File: config.mk
export PLATFORM = sky130hd
export DESIGN_NAME = spi_reg_interface
export DESIGN_NICKNAME = d
export VERILOG_FILES = /design/src/rtl/spi_reg_interface.sv
export SDC_FILE = /design/constraint.sdc
export NUM_CORES = 1
export LEC_CHECK = 0
export ABC_AREA = 1
export CAP_MARGIN = 10
export CORE_ASPECT_RATIO = 1.4
export CORE_MARGIN = 2
export CORE_UTILIZATION = 49
export CTS_BUF_LIST = sky130_fd_sc_hd__clkbuf_16
export DETAILED_ROUTE_END_ITERATION = 12
export HOLD_SLACK_MARGIN = 0.1
export PLACE_DENSITY = 0.79
export SLEW_MARGIN = 30
export SYNTH_ARGS = -nofsm -noshare
export SYNTH_HDL_FRONTEND = slang
export SYNTH_SLANG_ARGS = --single-unit
File: constraint.sdc
create_clock -name sys_clk_i -period 1.6 [get_ports sys_clk_i]
set_input_delay 0.32 -clock sys_clk_i [delete_from_list [all_inputs] [get_ports sys_clk_i]]
set_output_delay 0.32 -clock sys_clk_i [all_outputs]
set_load 0.005 [all_outputs]
File: src/rtl/spi_reg_interface.sv
// spi_reg_interface: SPI mode-0 slave bridging an external master to the
// internal register file. SCK/CS/MOSI are oversampled on sys_clk_i; a command
// word {rd, addr} is followed by one data word (or a burst of data words).
//
// Build option: define INT_BURST_EN to keep the frame open after each data
// word with address auto-increment (wrapping at 2^ADDR_WIDTH). Without it a
// frame carries exactly one data word and further SCK edges are ignored.
//
// Register-side handshake: int_re_o / int_we_o are single-cycle qualifiers
// with no backpressure. int_addr_o is valid in the strobe cycle, int_data_o
// in the int_we_o cycle, and the register file must present int_data_i
// exactly RD_LATENCY cycles after the int_re_o cycle. Both strobes are never
// high together, and each data word produces at most one strobe.
//
// dbg_state_o exposes the FSM state: 0 IDLE, 1 CMD, 2 DATA, 3 WAIT_CS.
module spi_reg_interface #(
  parameter int ADDR_WIDTH = 7,
  parameter int DATA_WIDTH = 16,
  parameter int RD_LATENCY = 1
) (
  input  logic                  sys_clk_i,
  input  logic                  sys_rst_i,
  input  logic                  int_clk_i,
  input  logic                  int_cs_i,
  input  logic                  int_mosi_i,
  output logic                  int_miso_o,
  output logic                  int_re_o,
  output logic                  int_we_o,
  output logic [ADDR_WIDTH-1:0] int_addr_o,
  output logic [DATA_WIDTH-1:0] int_data_o,
  input  logic [DATA_WIDTH-1:0] int_data_i,
  output logic                  int_frame_err_o,
  output logic [1:0]            dbg_state_o
);

  localparam int CMD_BITS = 1 + ADDR_WIDTH;
  localparam int MAX_BITS = (CMD_BITS > DATA_WIDTH) ? CMD_BITS : DATA_WIDTH;
  localparam int CNT_W    = $clog2(MAX_BITS + 1);
  localparam logic [CNT_W-1:0] CMD_LAST  = CNT_W'(CMD_BITS - 1);
  localparam logic [CNT_W-1:0] DATA_LAST = CNT_W'(DATA_WIDTH - 1);

  typedef enum logic [1:0] {
    ST_IDLE    = 2'd0,
    ST_CMD     = 2'd1,
    ST_DATA    = 2'd2,
    ST_WAIT_CS = 2'd3
  } state_e;

  // Pin synchronisers and edge registers. These run freely through reset so
  // the CS level is known when reset releases.
  logic sck_meta_q, sck_sync_q, sck_prev_q;
  logic cs_meta_q, cs_sync_q, cs_prev_q;
  logic mosi_meta_q, mosi_sync_q;
  logic sck_rise, sck_fall, cs_fall, cs_rise;

  state_e                  state_q, state_d;
  logic [CNT_W-1:0]        bit_cnt_q, bit_cnt_d;
  logic [ADDR_WIDTH-1:0]   cmd_sr_q, cmd_sr_d;
  logic [DATA_WIDTH-1:0]   data_rx_q, data_rx_d;
  logic [DATA_WIDTH-1:0]   tx_q, tx_d;
  logic                    is_read_q, is_read_d;
  logic [ADDR_WIDTH-1:0]   addr_q, addr_d;
  logic [DATA_WIDTH-1:0]   wdata_q, wdata_d;
  logic                    miso_q, miso_d;
  logic                    re_q, re_d;
  logic                    we_q, we_d;
  logic                    err_q, err_d;
  logic [RD_LATENCY-1:0]   rd_pipe_q, rd_pipe_d;
  logic [CMD_BITS-1:0]     cmd_word;

  // Two-flop synchronisers plus one edge-history flop per pin; MOSI gets the
  // same two-stage delay so it lines up with the sck_rise pulse.
  always_ff @(posedge sys_clk_i) begin
    sck_meta_q  <= int_clk_i;
    sck_sync_q  <= sck_meta_q;
    sck_prev_q  <= sck_sync_q;
    cs_meta_q   <= int_cs_i;
    cs_sync_q   <= cs_meta_q;
    cs_prev_q   <= cs_sync_q;
    mosi_meta_q <= int_mosi_i;
    mosi_sync_q <= mosi_meta_q;
  end

  assign sck_rise = sck_sync_q & ~sck_prev_q;
  assign sck_fall = ~sck_sync_q & sck_prev_q;
  assign cs_fall  = ~cs_sync_q & cs_prev_q;
  assign cs_rise  = cs_sync_q & ~cs_prev_q;

  // Full command word including the bit arriving on this sck_rise.
  assign cmd_word = {cmd_sr_q, mosi_sync_q};

  // Next-state and datapath: frame decode, shifting, strobes and MISO.
  always_comb begin
    state_d   = state_q;
    bit_cnt_d = bit_cnt_q;
    cmd_sr_d  = cmd_sr_q;
    data_rx_d = data_rx_q;
    tx_d      = tx_q;
    is_read_d = is_read_q;
    addr_d    = addr_q;
    wdata_d   = wdata_q;
    miso_d    = miso_q;
    re_d      = 1'b0;
    we_d      = 1'b0;
    err_d     = 1'b0;
    rd_pipe_d = (rd_pipe_q << 1) | RD_LATENCY'(re_q);

    // Read data lands in the transmit register RD_LATENCY cycles after re.
    if (rd_pipe_q[RD_LATENCY-1]) begin
      tx_d = int_data_i;
    end

`ifdef INT_BURST_EN
    // Advance the address once the write strobe for this word has been seen.
    if (we_q) begin
      addr_d = addr_q + ADDR_WIDTH'(1);
    end
`endif

    if (cs_rise) begin
      // End of frame from any state; a partial word is dropped and flagged.
      state_d   = ST_IDLE;
      miso_d    = 1'b0;
      rd_pipe_d = '0;
      if ((state_q == ST_CMD || state_q == ST_DATA) && bit_cnt_q != '0) begin
        err_d = 1'b1;
      end
    end else begin
      case (state_q)
        ST_IDLE: begin
          miso_d = 1'b0;
          if (cs_fall) begin
            state_d   = ST_CMD;
            bit_cnt_d = '0;
            cmd_sr_d  = '0;
            data_rx_d = '0;
            tx_d      = '0;
          end
        end
        ST_CMD: begin
          miso_d = 1'b0;
          if (sck_rise) begin
            if (bit_cnt_q == CMD_LAST) begin
              bit_cnt_d = '0;
              is_read_d = cmd_word[CMD_BITS-1];
              addr_d    = cmd_word[ADDR_WIDTH-1:0];
              re_d      = cmd_word[CMD_BITS-1];
              state_d   = ST_DATA;
            end else begin
              cmd_sr_d  = cmd_word[ADDR_WIDTH-1:0];
              bit_cnt_d = bit_cnt_q + CNT_W'(1);
            end
          end
        end
        ST_DATA: begin
          if (!is_read_q) begin
            miso_d = 1'b0;
          end else if (sck_fall) begin
            miso_d = tx_q[DATA_WIDTH-1];
            tx_d   = tx_q << 1;
          end
          if (sck_rise) begin
            data_rx_d = {data_rx_q[DATA_WIDTH-2:0], mosi_sync_q};
            if (bit_cnt_q == DATA_LAST) begin
              bit_cnt_d = '0;
              if (!is_read_q) begin
                wdata_d = {data_rx_q[DATA_WIDTH-2:0], mosi_sync_q};
                we_d    = 1'b1;
              end
`ifdef INT_BURST_EN
              if (is_read_q) begin
                addr_d = addr_q + ADDR_WIDTH'(1);
                re_d   = 1'b1;
              end
`else
              state_d = ST_WAIT_CS;
              miso_d  = 1'b0;
`endif
            end else begin
              bit_cnt_d = bit_cnt_q + CNT_W'(1);
            end
          end
        end
        ST_WAIT_CS: begin
          miso_d = 1'b0;
        end
        default: begin
          state_d = ST_IDLE;
          miso_d  = 1'b0;
        end
      endcase
    end
  end

  // State register; reset lands in WAIT_CS when a frame is already open.
  always_ff @(posedge sys_clk_i) begin
    if (sys_rst_i) begin
      state_q   <= cs_sync_q ? ST_IDLE : ST_WAIT_CS;
      bit_cnt_q <= '0;
      cmd_sr_q  <= '0;
      data_rx_q <= '0;
      tx_q      <= '0;
      is_read_q <= 1'b0;
      addr_q    <= '0;
      wdata_q   <= '0;
      miso_q    <= 1'b0;
      re_q      <= 1'b0;
      we_q      <= 1'b0;
      err_q     <= 1'b0;
      rd_pipe_q <= '0;
    end else begin
      state_q   <= state_d;
      bit_cnt_q <= bit_cnt_d;
      cmd_sr_q  <= cmd_sr_d;
      data_rx_q <= data_rx_d;
      tx_q      <= tx_d;
      is_read_q <= is_read_d;
      addr_q    <= addr_d;
      wdata_q   <= wdata_d;
      miso_q    <= miso_d;
      re_q      <= re_d;
      we_q      <= we_d;
      err_q     <= err_d;
      rd_pipe_q <= rd_pipe_d;
    end
  end

  assign int_miso_o      = miso_q;
  assign int_re_o        = re_q;
  assign int_we_o        = we_q;
  assign int_addr_o      = addr_q;
  assign int_data_o      = wdata_q;
  assign int_frame_err_o = err_q;
  assign dbg_state_o     = state_q;

endmodule
==> flow_summary.yaml <==
floorplan:
  core_area_sq_um: 6940
  floorplan.initialDensity_pct: 50.1
  die_h_um: 104
  die-area_sq_um: 7790
  pin_count: 50
  die_w_um: 75.2
  rows: 36
clocking:
  cts_root_buf: "clkbuf_16"
  hold_buffers: 0
  cts.path.max_buffers: 2
  numCtsBuffers: 9
  clock_sinks: 82
  clk_latency_ns: 0.34
  clk_pin_slew_ns: 0.06
  cts_tree: "built"
  cts-htree-levels: 3
sta:
  period_share_pct: 109
  skew_ns: 0.00718
  period_minus_slack_ns: 1.74
  layout_setup_ws_ns: -0.139
  final_max_slew_viol_count: 0
  tightest_slew_ns: 0.415
  rsz0062_at_grt: "yes"
  finalSetupViolCount: 62
  whs_ns: 0.329
  max_slew_margin_pct: 72.2
  hold_viol_final: 0
  max_freq_mhz: 575
run_status:
  status: "complete, but fails checks"
  violations: "negative setup slack"
placed_design:
  pre_cts_slack_ns: -0.0713
  port_buffers: 49
  gp_congestion: 0.860
  dpl.hpwl_um: 5240
finish:
  nFillCells: 484
  areaGrowthSynthToFinish_pct: 50.3
  num_antenna_cells: 0
  drive_gt1_share_pct: 35.1
  nNetsFinal: 543
power_and_ir_drop:
  power_mw: 5.58
  power.leakage_nw: 1.97
  vdd_drop_max_uv: 593
  powerDensity_nw_per_um2: 1070
setup_path:
  critPathKind: "reg -> reg"
  endpoint: "data_rx_q[0]"
  rrSetupSlack_ns: -0.14
  cp-start-kind: "flop"
  startpoint: "dbg_state_o[0]"
  cp_max_fo: 7
  crit_required_ns: 1.86
  crit_arrival_ns: 2.00
  r2r_cells: 8
  r2r-end: "data_rx_q[0]"
  r2r-start: "dbg_state_o[0]"
  crit_path_end_kind: "flop"
global_routing:
  grt_pass1_wl_um: 13000
  gr-total-overflow: 0
  grt_pass1_vias: 2939
  grt_usage_pct: 21.3
  grt_max_degree: 31
  antenna_found_initial: 0
routing:
  ant_nets: 0
  drcViolationCount: 0
  vias: 3415
  wl_per_cell_um: 16.3
  firstDrtPassIters: 5
  wl_um: 10000
  post_drt_via_cell_ratio: 5.57
  drtIter0Drc: 342
logic_synthesis:
  yosysUniqueCellTypes: 36
  netlist.area_leader.share_pct: 46.1
  syn_inst: 430
  async_flop_share_pct: 0
  yosysSeqAreaShare_pct: 47.8
  yosysWarnings: 0
  synth_fp_nets: 459
  yosys-top-cells-count: "92 x nand2_1, 80 x dfxtp_1, 75 x nor2_1"
  yosysTopAreaCell: "dfxtp_1"
  synth.avg_cell_area_sq_um: 8.08
  ys_top_cells_by_area: "dfxtp_1 46%, nand2_1 9.9%, nor2_1 8.1%"
  yosysMostFrequentCell: "nand2_1"
  synth_ff_type: "dfxtp_1"
  ys_ff_latch: 82
  syn-cell-area_sq_um: 3480
  synth_edf_count: 2
hold_path:
  min-delay-start: "cs_meta_q"
  min_path_type: "reg -> reg"
  min_path_cells: 0
flow_run:
  maxCapViolCount: 0
[logic make-up after synthesis]
family | after synthesis | share of synthesized area (%)
compound gates | 69 | 10.3
mux | 15 | 4.82
simple gates | 213 | 28.5
fa+ha+maj | 8 | 2.88
xor+xnor | 1 | 0.252
flops | 82 | 47.8
buf+inv | 42 | 5.44
[through the flow]
| step | setup TNS [ns] | util (%) | area, sq um | std cells |
|---|---|---|---|---|
| after floorplan | 0 | - | 3490 | 430 |
| after global placement | -0.0565 | 61.1 | 4240 | 582 |
| after detailed placement | -0.434 | 61.1 | 4240 | 582 |
| after CTS | -0.643 | 66.4 | 4610 | 601 |
| after global routing | -6.59 | 75.3 | 5220 | 613 |
| final | -3.75 | 75.3 | 5220 | 613 |
[worst min-delay path by stage]
stage,end,slack [ns]
after floorplan,cs_sync_q,0.31
after global placement,cs_sync_q,0.31
after detailed placement,mosi_sync_q,0.31
after CTS,sck_sync_q,0.33
after global routing,cs_sync_q,0.33
final,cs_sync_q,0.33
[sequential cells by signal (all words and copies together) (netlist names)]
name	flops
mosi_sync_q	1
sck_prev_q	1
data_rx_q	15
int_re_o	1
is_read_q	1
int_addr_o	7
cmd_sr_q	7
int_we_o	1
sck_sync_q	1
sck_meta_q	1
int_frame_err_o	1
cs_sync_q	1
rd_pipe_q	1
bit_cnt_q	5
cs_meta_q	1
int_data_o	16
cs_prev_q	1
dbg_state_o	2
int_miso_o	1
tx_q	16
mosi_meta_q	1
[layer usage]
layer	GRT usage (%)	routed length, um	vias up
li1	-	-	1600
met1	24.0	3770	1630
met2	36.4	5290	142
met3	5.16	471	43
met4	9.77	487	0
met5	0	0	-
[where the power goes]
part | internal (mW) | total [mW] | switching (mW)
Clock | 1.19 | 1.99 | 0.798
Sequential | 2.12 | 2.18 | 0.0616
Combinational | 0.619 | 1.41 | 0.788
Total | 3.93 | 5.58 | 1.65
[cell usage in the layout, fill, tap and decap left out, types with 4 or more instances in the layout]
cell             instances
inv_2                    6
nand4_1                 16
inv_1                   11
nor2_1                  69
ha_4                     5
nand3_1                 10
clkbuf_16               11
nand4_4                  4
nand2_1                 54
a21oi_2                 27
buf_12                   5
a21oi_1                 10
buf_4                   23
dfxtp_1                 78
mux2_2                  14
nand2_4                 26
buf_6                    8
clkdlybuf4s50_1         47
inv_4                    4
nor2_4                   4
nor2_2                   5
nand2_2                 20
o21ai_0                 26
[area by class of cell]
cell class | instances | area (sq um) | share of cell area (%)
inverters | 22 | 105 | 2.01
clock buffers | 9 | 225 | 4.31
repair buffers | 87 | 907 | 17.4
well taps | 95 | 119 | 2.28
clock inverters | 6 | 58.8 | 1.13
flip-flops and latches | 82 | 1660 | 31.9
multi-input cells | 311 | 2140 | 40.9
repair inverters | 1 | 6.26 | 0.120
[critical path: stages, from the launching register on]
cell and delay (ns):
edfxtp_1 0.46, inv_2 0.10, ha_4 0.20, nor2_1 0.25, nor2_4 0.11, o21ai_4 0.11, clkbuf_16 0.21, nand2_4 0.05
a21oi_2 0.16
[what timing repair did]
action | in CTS | in global routing
pin swaps | 3 | 54
setup buffers | 2 | 6
cloned | 2 | 6
gates resized for setup | 14 | 127
setup endpoints to repair | 46 | 71
Note: power is estimated with default switching activity, not from simulation.
